`config.mk`:
```
export PLATFORM = sky130hd
export DESIGN_NAME = trace_capture
export DESIGN_NICKNAME = d
export VERILOG_FILES = /design/src/rtl/trace_capture.sv
export SDC_FILE = /design/constraint.sdc
export NUM_CORES = 1
export LEC_CHECK = 0
export ABC_AREA = 1
export CELL_PAD_IN_SITES_DETAIL_PLACEMENT = 1
export CELL_PAD_IN_SITES_GLOBAL_PLACEMENT = 1
export CORE_MARGIN = 4
export CORE_UTILIZATION = 30
export DETAILED_ROUTE_END_ITERATION = 10
export GPL_TIMING_DRIVEN = 0
export PLACE_DENSITY_LB_ADDON = 0.12
export SLEW_MARGIN = 5
export SYNTH_ARGS = -nofsm -noshare
export SYNTH_HDL_FRONTEND = slang
export SYNTH_SLANG_ARGS = --single-unit
export TNS_END_PERCENT = 1
```
`constraint.sdc`:
```
create_clock -name clk -period 6.8 [get_ports clk]
set_input_delay 1.36 -clock clk [delete_from_list [all_inputs] [get_ports clk]]
set_output_delay 1.36 -clock clk [all_outputs]
set_load 0.005 [all_outputs]
```
`src/rtl/trace_capture.sv`:
```
// Trace capture buffer: snapshots NUM_CH probe words into a circular RAM on
// qualified cycles (fill or trigger/post-trigger window) and drains them oldest-first.
module trace_capture #(
    parameter int DATA_W = 16,
    parameter int NUM_CH = 4,
    parameter int DEPTH  = 16,
    parameter int POST   = 4
) (
    input  logic                       clk,
    input  logic                       rst,
    input  logic                       arm,
    input  logic                       mode,
    input  logic                       sample_en,
    input  logic                       trig,
    input  logic [NUM_CH*DATA_W-1:0]   ch_data,
    output logic                       rd_valid,
    input  logic                       rd_ready,
    output logic [NUM_CH*DATA_W-1:0]   rd_data,
    output logic                       rd_last,
    output logic                       busy,
    output logic                       triggered,
    output logic [$clog2(DEPTH):0]     count
);

    localparam int AW = $clog2(DEPTH);
    localparam int CW = AW + 1;
    localparam int W  = NUM_CH * DATA_W;
    localparam logic [CW-1:0] FULL    = CW'(DEPTH);
    localparam logic [AW-1:0] POST_LD = AW'(POST);

    typedef enum logic [1:0] {
        S_IDLE    = 2'd0,
        S_CAPTURE = 2'd1,
        S_POST    = 2'd2,
        S_DRAIN   = 2'd3
    } state_t;

    state_t          state_r, state_next_s;
    logic            mode_r;
    logic [AW-1:0]   wr_ptr_r, rd_ptr_r, post_cnt_r;
    logic [CW-1:0]   count_r, beats_r;
    logic            rd_valid_r, rd_last_r, busy_r, triggered_r;
    logic [W-1:0]    rd_data_r;
    logic [W-1:0]    mem_r [DEPTH];

    logic            wr_en_s, xfer_s, load_s, drain_entry_s, trig_hit_s;
    logic [AW-1:0]   wr_ptr_new_s;
    logic [CW-1:0]   count_new_s;

    // Next-state decode and datapath control strobes
    always_comb begin
        state_next_s  = state_r;
        wr_en_s       = sample_en && !rst && ((state_r == S_CAPTURE) || (state_r == S_POST));
        xfer_s        = rd_valid_r && rd_ready;
        load_s        = (state_r == S_DRAIN) && (!rd_valid_r || xfer_s) && (beats_r != {CW{1'b0}});
        trig_hit_s    = (state_r == S_CAPTURE) && mode_r && trig;
        wr_ptr_new_s  = wr_ptr_r;
        count_new_s   = count_r;
        drain_entry_s = 1'b0;

        if (wr_en_s) begin
            wr_ptr_new_s = wr_ptr_r + AW'(1);
        end else begin
            wr_ptr_new_s = wr_ptr_r;
        end
        if (wr_en_s && (count_r != FULL)) begin
            count_new_s = count_r + CW'(1);
        end else begin
            count_new_s = count_r;
        end

        case (state_r)
            S_IDLE: begin
                if (arm) begin
                    state_next_s = S_CAPTURE;
                end else begin
                    state_next_s = S_IDLE;
                end
            end
            S_CAPTURE: begin
                if (!mode_r) begin
                    if (wr_en_s && (count_new_s == FULL)) begin
                        state_next_s = S_DRAIN;
                    end else begin
                        state_next_s = S_CAPTURE;
                    end
                end else if (trig) begin
                    state_next_s = (POST == 0) ? S_DRAIN : S_POST;
                end else begin
                    state_next_s = S_CAPTURE;
                end
            end
            S_POST: begin
                if (wr_en_s && (post_cnt_r == AW'(1))) begin
                    state_next_s = S_DRAIN;
                end else begin
                    state_next_s = S_POST;
                end
            end
            S_DRAIN: begin
                if ((xfer_s && rd_last_r) || (!rd_valid_r && (beats_r == {CW{1'b0}}))) begin
                    state_next_s = S_IDLE;
                end else begin
                    state_next_s = S_DRAIN;
                end
            end
            default: state_next_s = S_IDLE;
        endcase

        drain_entry_s = (state_next_s == S_DRAIN) && (state_r != S_DRAIN);
    end

    // Capture RAM write port; contents deliberately survive reset
    always_ff @(posedge clk) begin
        if (wr_en_s) begin
            mem_r[wr_ptr_r] <= ch_data;
        end
    end

    // State register and capture-side bookkeeping
    always_ff @(posedge clk) begin
        if (rst) begin
            state_r     <= S_IDLE;
            busy_r      <= 1'b0;
            mode_r      <= 1'b0;
            wr_ptr_r    <= {AW{1'b0}};
            count_r     <= {CW{1'b0}};
            post_cnt_r  <= {AW{1'b0}};
            triggered_r <= 1'b0;
        end else begin
            state_r <= state_next_s;
            busy_r  <= (state_next_s != S_IDLE);
            if ((state_r == S_IDLE) && arm) begin
                mode_r      <= mode;
                wr_ptr_r    <= {AW{1'b0}};
                count_r     <= {CW{1'b0}};
                triggered_r <= 1'b0;
            end else begin
                wr_ptr_r <= wr_ptr_new_s;
                count_r  <= count_new_s;
                if (trig_hit_s) begin
                    triggered_r <= 1'b1;
                end
            end
            // The trigger-cycle write counts as pre-trigger, so the window starts after it
            if (trig_hit_s) begin
                post_cnt_r <= POST_LD;
            end else if ((state_r == S_POST) && wr_en_s) begin
                post_cnt_r <= post_cnt_r - AW'(1);
            end
        end
    end

    // Readout side: rd_ptr_r always points at the next entry to load into rd_data_r
    always_ff @(posedge clk) begin
        if (rst) begin
            rd_ptr_r   <= {AW{1'b0}};
            beats_r    <= {CW{1'b0}};
            rd_valid_r <= 1'b0;
            rd_last_r  <= 1'b0;
            rd_data_r  <= {W{1'b0}};
        end else if (drain_entry_s) begin
            rd_ptr_r <= (count_new_s == FULL) ? wr_ptr_new_s : {AW{1'b0}};
            beats_r  <= count_new_s;
        end else if (load_s) begin
            rd_data_r  <= mem_r[rd_ptr_r];
            rd_ptr_r   <= rd_ptr_r + AW'(1);
            beats_r    <= beats_r - CW'(1);
            rd_valid_r <= 1'b1;
            rd_last_r  <= (beats_r == CW'(1));
        end else if (xfer_s) begin
            rd_valid_r <= 1'b0;
            rd_last_r  <= 1'b0;
        end
    end

    assign rd_valid  = rd_valid_r;
    assign rd_data   = rd_data_r;
    assign rd_last   = rd_last_r;
    assign busy      = busy_r;
    assign triggered = triggered_r;
    assign count     = count_r;

endmodule

```
==> results_dict.tcl, run 1 <==
set metrics [dict create \
    status "finished clean" \
    ys_warn_count 0 \
    clk_latency_ns 0.76 \
    ys_seq_elements 1117 \
    path_class "input port to flip-flop" \
    cellPowerDensity_mw_per_mm2 278 \
    period_share_pct 61.9 \
    setup_slack_ns 2.59 \
    num_io_pins 144 \
    fmax_mhz 238 \
    antenna_found_initial 9 \
    routabilityCongestion 0.747 \
    diodes 0 \
    grt_pass1_vias 29764 \
    rsz0062_at_grt "no" \
    syn-num-nets 3318 \
    grt-ovfl-total 0 \
    swShare_pct 21.1 \
    drive_above_1_share_pct 8.11 \
    port-buffer-count 143 \
    synth_cell_type_count 36 \
    final-max-slew-violation-count 0 \
    syn_inst 3230 \
    finalSetupViolCount 0 \
    relSlewSlack_pct 3.42 \
    ir_worst_vdd_uv 209 \
    max_slew.worst_pin.slew_ns 1.45 \
    cp-start-kind "input port" \
    start_util_pct 30.2 \
    finalPower_mw 14.6 \
    die_h_um 388 \
    period_needed_ns 4.21 \
    coreArea_mm2 0.144 \
    cts.path.max_buffers 3 \
    arrival_ns 4.86 \
    grt_max_degree 26 \
    power.switching_mw 3.07 \
    p_comb_share_pct 1.6 \
    htreeDepth 4 \
    hold_path_class "flip-flop to flip-flop" \
    antenna_left 0 \
    grtUsageTotal_pct 20.7 \
    cp.required_ns 7.45 \
    drt-initial-drc-count 2133 \
    vias_per_cell 5.17 \
    timing.final.hold_violations 0 \
    clk_pin_slew_ns 0.06 \
    holdBufCountCts 0 \
    area_growth_pct 20.9 \
    yosysSeqAreaShare_pct 75.2 \
    drv_cap 0 \
    cts_tree "yes" \
    synth_area_mm2 0.0434 \
    dp.final_hpwl_mm 106 \
    final_nets 3643 \
    fin_skew_ns 0.0303 \
    ctsResizeCount 0 \
    leakage_nw 17.0 \
    cts.sinks 1117 \
    grt_pass1_wl_mm 224 \
    wl_mm 158 \
    cts_made_buffers 132 \
    internal_power_mw 11.5 \
    route.detailed.drc 0 \
    die-area_mm2 0.151 \
    cp_max_fo 10 \
    die_w_um 388 \
    wl_per_cell_um 28.4 \
    power.share.sequential_pct 51.5 \
    cp-end-kind "flip-flop" \
    dr.pass1.iters 5 \
    cts_setup_buffers 0 \
    clkPwrFrac_pct 46.9 \
    synth_area_per_cell_um2 13.4 \
    cts-root-buf "clkbuf_16" \
    vias 28792 \
    place_ws_ns 1.89 \
    row_count 139 \
]
-- power groups by stage --
stage,clock network (mW),logic [mW],registers [mW]
3_3_place_gp,0,0.232,7.66
6_report,6.84,0.236,7.51
3_5_place_dp,0,0.240,7.66
2_1_floorplan,0,0.0554,7.66
4_1_cts,7.00,0.240,7.51
5_1_grt,7.30,0.257,7.51
-- cells by family (layout without fill, tap and decap cells) --
group	Yosys count	count (layout)	share of synthesized area, %
AOI/OAI and AO/OA	858	858	12.6
xor gates and xnor gates	9	9	0.182
adders and majority gates	17	17	0.490
buffers and inverters	344	778	3.10
DFF	1117	1117	75.2
and+or+nand+nor	885	885	8.46
-- Yosys cell counts --
cell type | number | share of area [%]
edfxtp_1 | 1024 | 71
o211ai_1 | 88 | 1.5
nand4_1 | 11 | 0.16
dfxtp_1 | 93 | 4.3
nor2_4 | 3 | 0.078
buf_1 | 10 | 0.087
inv_1 | 103 | 0.89
nand3_1 | 181 | 2.1
o21ai_2 | 1 | 0.020
a21oi_1 | 43 | 0.50
buf_2 | 31 | 0.36
clkinv_1 | 1 | 0.0086
nand3_2 | 2 | 0.046
inv_2 | 3 | 0.026
xor2_1 | 8 | 0.16
nor3_1 | 2 | 0.023
nand3_4 | 1 | 0.040
a32o_1 | 27 | 0.62
nor2_2 | 2 | 0.029
ha_1 | 17 | 0.49
nand2_4 | 3 | 0.078
or2_2 | 2 | 0.029
nand3b_1 | 1 | 0.017
o21ai_1 | 6 | 0.069
nand2_2 | 3 | 0.043
buf_4 | 1 | 0.017
nand2_1 | 162 | 1.4
clkbuf_1 | 193 | 1.7
o21ai_0 | 462 | 5.3
xnor2_1 | 1 | 0.020
o221ai_1 | 202 | 4.1
nor2_1 | 512 | 4.4
o22ai_1 | 27 | 0.39
inv_4 | 1 | 0.014
buf_6 | 1 | 0.026
o21a_1 | 2 | 0.035
-- cells in the final DEF, fill, tap and decap left out, drive strengths merged, types with 3 or more instances in the layout --
master         synthesis  final
edfxtp              1024   1024
nor2                 517    517
o21ai                469    469
clkbuf               193    373
o221ai               202    202
nand3                184    184
nand2                168    168
clkdlybuf4s50          0    143
inv                  107    114
dfxtp                 93     93
buf                   43     91
o211ai                88     88
clkinv                 1     49
a21oi                 43     43
o22ai                 27     27
a32o                  27     27
ha                    17     17
nand4                 11     11
xor2                   8      8
bufinv                 0      5
clkinvlp               0      3
-- sequential cells by signal, indices dropped and copies added (netlist names) --
register and cells:
beats_r 5, triggered 1, state_r 2, rd_ptr_r 4
wr_ptr_r 4, rd_valid 1, count 5, mode_r 1
rd_last 1, rd_data 64, mem_r 1024, busy 1
post_cnt_r 4
-- worst paths after layout --
kind         depth (start not counted)        start     endpoint  slack, ns
min reg2reg                          2    triggered    triggered       0.46
max                                  9     rd_ready   rd_data[6]       2.59
min                                  2    triggered    triggered       0.46
max reg2reg                          8  rd_ptr_r[3]  rd_data[22]       2.93
-- final cells by class --
class	count	area [um2]
buffer	236	940
clock buffer	180	3640
clock inverter	63	485
fill	15059	91200
inverter	108	408
multi-input combinational	1769	9530
sequential	1117	32600
tap	1903	2380
timing repair buffer	191	2440
-- through the flow --
step,util [%],setup TNS [ns],cells,hold slack (ns),cell area (um2)
6_report,36.5,0,5567,0.458,52400
5_1_grt,36.5,0,5567,0.478,52400
4_1_cts,36.5,0,5566,0.464,52400
3_5_place_dp,33.6,0,5323,0.452,48300
3_3_place_gp,32.8,-2507.79,5276,0.444,47200
2_1_floorplan,-,0,3230,0.441,43400
-- routing by layer --
metal	global-route usage [%]	up-vias	routed length [um]	part of all wire, %
met5	0	-	34	0.022
met4	5.09	4	3300	2.1
met3	3.12	199	8150	5.2
met2	35.1	772	76900	49
met1	27.9	14947	69600	44
li1	-	12870	-	-
-- worst max-delay path: stages --
cell and delay, ns:
clkdlybuf4s50_1 0.51, o21a_1 0.14, nand2_1 0.20, inv_1 0.13, clkbuf_1 0.97, clkbuf_1 0.94
nand3_1 0.34, o211ai_1 0.18, inv_1 0.06
(Power assumes the default switching activity.)
==> run 2: changes to the inputs <==
==> constraint.sdc (replaced) <==
create_clock -name clk -period 3.7 [get_ports clk]
set_input_delay 0.74 -clock clk [delete_from_list [all_inputs] [get_ports clk]]
set_output_delay 0.74 -clock clk [all_outputs]
set_load 0.005 [all_outputs]
==> results_dict.tcl, run 2 (synthesis gave the netlist of run 1 again) <==
set metrics [dict create \
    die_h_um 388 \
    clkPwrFrac_pct 46.9 \
    cp.required_ns 4.35 \
    cts_tree "yes" \
    busiest_layer "met2" \
    coreArea_mm2 0.144 \
    timing.final.hold_violations 0 \
    final_common_cell "edfxtp_1" \
    fin_skew_ns 0.0288 \
    grtUsageTotal_pct 20.7 \
    n_fill_cell 15061 \
    num_io_pins 144 \
    row_count 139 \
    htreeDepth 4 \
    cts_made_buffers 132 \
    vias 28710 \
    cts-root-buf "clkbuf_16" \
    power.switching_mw 5.65 \
    ctsResizeCount 2 \
    dp.final_hpwl_mm 106 \
    relSlewSlack_pct 3.11 \
    finalSetupViolCount 0 \
    met1_usage_pct 27.9 \
    p_comb_share_pct 1.6 \
    grt_pass1_wl_mm 224 \
    start_util_pct 30.2 \
    wl_mm 158 \
    cp_max_fo 10 \
    fmax_mhz 276 \
    wl_per_cell_um 28.4 \
    dr.pass1.iters 5 \
    max_slew.worst_pin.slew_ns 1.45 \
    finalPower_mw 26.8 \
    path_cells "clkinv_1 -> clkbuf_1 -> buf_1 -> nand3_1 -> nand3_1 -> o211ai_1 -> inv_1" \
    cpMostUsedCell "nand3_1" \
    area_growth_pct 20.9 \
    cts.path.max_buffers 3 \
    place_ws_ns -0.590 \
    holdBufCountCts 0 \
    layout_common_cells "edfxtp_1 (1,024), nor2_1 (496), o21ai_0 (462)" \
    antenna_left 0 \
    final_cell_count_no_fill 5566 \
    clk_pin_slew_ns 0.06 \
    final_nets 3641 \
    grt_pass1_vias 29761 \
    path_class "flip-flop to flip-flop" \
    route.detailed.drc 0 \
    swShare_pct 21.1 \
    cts.sinks 1117 \
    grt-ovfl-total 0 \
    fin_setup_tns_ns 0 \
    period_share_pct 98.0 \
    largest-register "mem_r" \
    drv_cap 0 \
    cp-end-kind "flip-flop" \
    cp_slowest_stage_delay_ns 1.03 \
    met3_usage_pct 3.12 \
    antenna_found_initial 10 \
    final-max-slew-violation-count 0 \
    grt_max_degree 26 \
    cp-start-kind "flip-flop" \
    hold_path_class "flip-flop to flip-flop" \
    power.share.sequential_pct 51.5 \
    hold_start "triggered" \
    dp_cells 5323 \
    cellPowerDensity_mw_per_mm2 512 \
    rsz0062_at_grt "no" \
    routabilityCongestion 0.747 \
    drive_above_1_share_pct 8.16 \
    crit_start "rd_ptr_r[3]" \
    vias_per_cell 5.16 \
    leakage_nw 17.0 \
    r2r-start "rd_ptr_r[3]" \
    port-buffer-count 143 \
    cts_setup_buffers 0 \
    drt-initial-drc-count 2208 \
    use_met2_pct 35.1 \
    die-area_mm2 0.151 \
    cpMaxStageDelayCell "dfxtp_1" \
    period_needed_ns 3.63 \
    internal_power_mw 21.2 \
    largest_reg_flops 1024 \
    status "finished clean" \
    arrival_ns 4.27 \
    setup_slack_ns 0.0731 \
    clk_latency_ns 0.76 \
    die_w_um 388 \
    ir_worst_vdd_uv 382 \
]
## run 2: final timing paths
kind,end,slack (ns),cells past startpoint
max,rd_data[22],0.07,7
min,triggered,0.46,2
max reg2reg,rd_data[22],0.07,7
min reg2reg,triggered,0.46,2
## run 2: final cells by class
class	count	area, um2	share of cell area [%]
Inverter	108	408	0.778
Antenna cell	1	2.50	0.00477
Tap cell	1903	2380	4.54
Multi-Input combinational cell	1769	9530	18.2
Clock inverter	63	485	0.926
Buffer	235	940	1.79
Timing Repair Buffer	190	2420	4.63
Clock buffer	180	3640	6.94
Sequential cell	1117	32600	62.2
## run 2: power groups by stage
| stage | logic [mW] | registers (mW) | clock network (mW) |
|---|---|---|---|
| global placement | 0.426 | 14.1 | 0 |
| floorplan | 0.102 | 14.1 | 0 |
| CTS | 0.441 | 13.8 | 12.9 |
| global route | 0.472 | 13.8 | 13.4 |
| finish | 0.434 | 13.8 | 12.6 |
| detailed placement | 0.440 | 14.1 | 0 |
## run 2: per-layer routing
| metal | share of wire (%) | routed length [um] | vias up |
|---|---|---|---|
| li1 | - | - | 12864 |
| met4 | 2.1 | 3380 | 4 |
| met1 | 45 | 71300 | 14965 |
| met3 | 4.2 | 6560 | 201 |
| met2 | 49 | 76800 | 676 |
| met5 | 0.022 | 34 | - |
## run 2: through the flow
stage                     util, %  cell area (um2)  hold slack [ns]
final                        36.5            52400            0.458
after global routing         36.5            52400            0.478
after CTS                    36.5            52400            0.464
after detailed placement     33.6            48300            0.452
after global placement       32.8            47200            0.444
after floorplan                 -            43400            0.441
## run 2: critical path: cells and delay by family, from the launching register on
kind,cells,cell delay (ns)
AO/OA/AOI/OAI,1,0.16
buffers and inverters,4,1.79
flip-flops,1,1.03
AND/OR/NAND/NOR,2,0.50
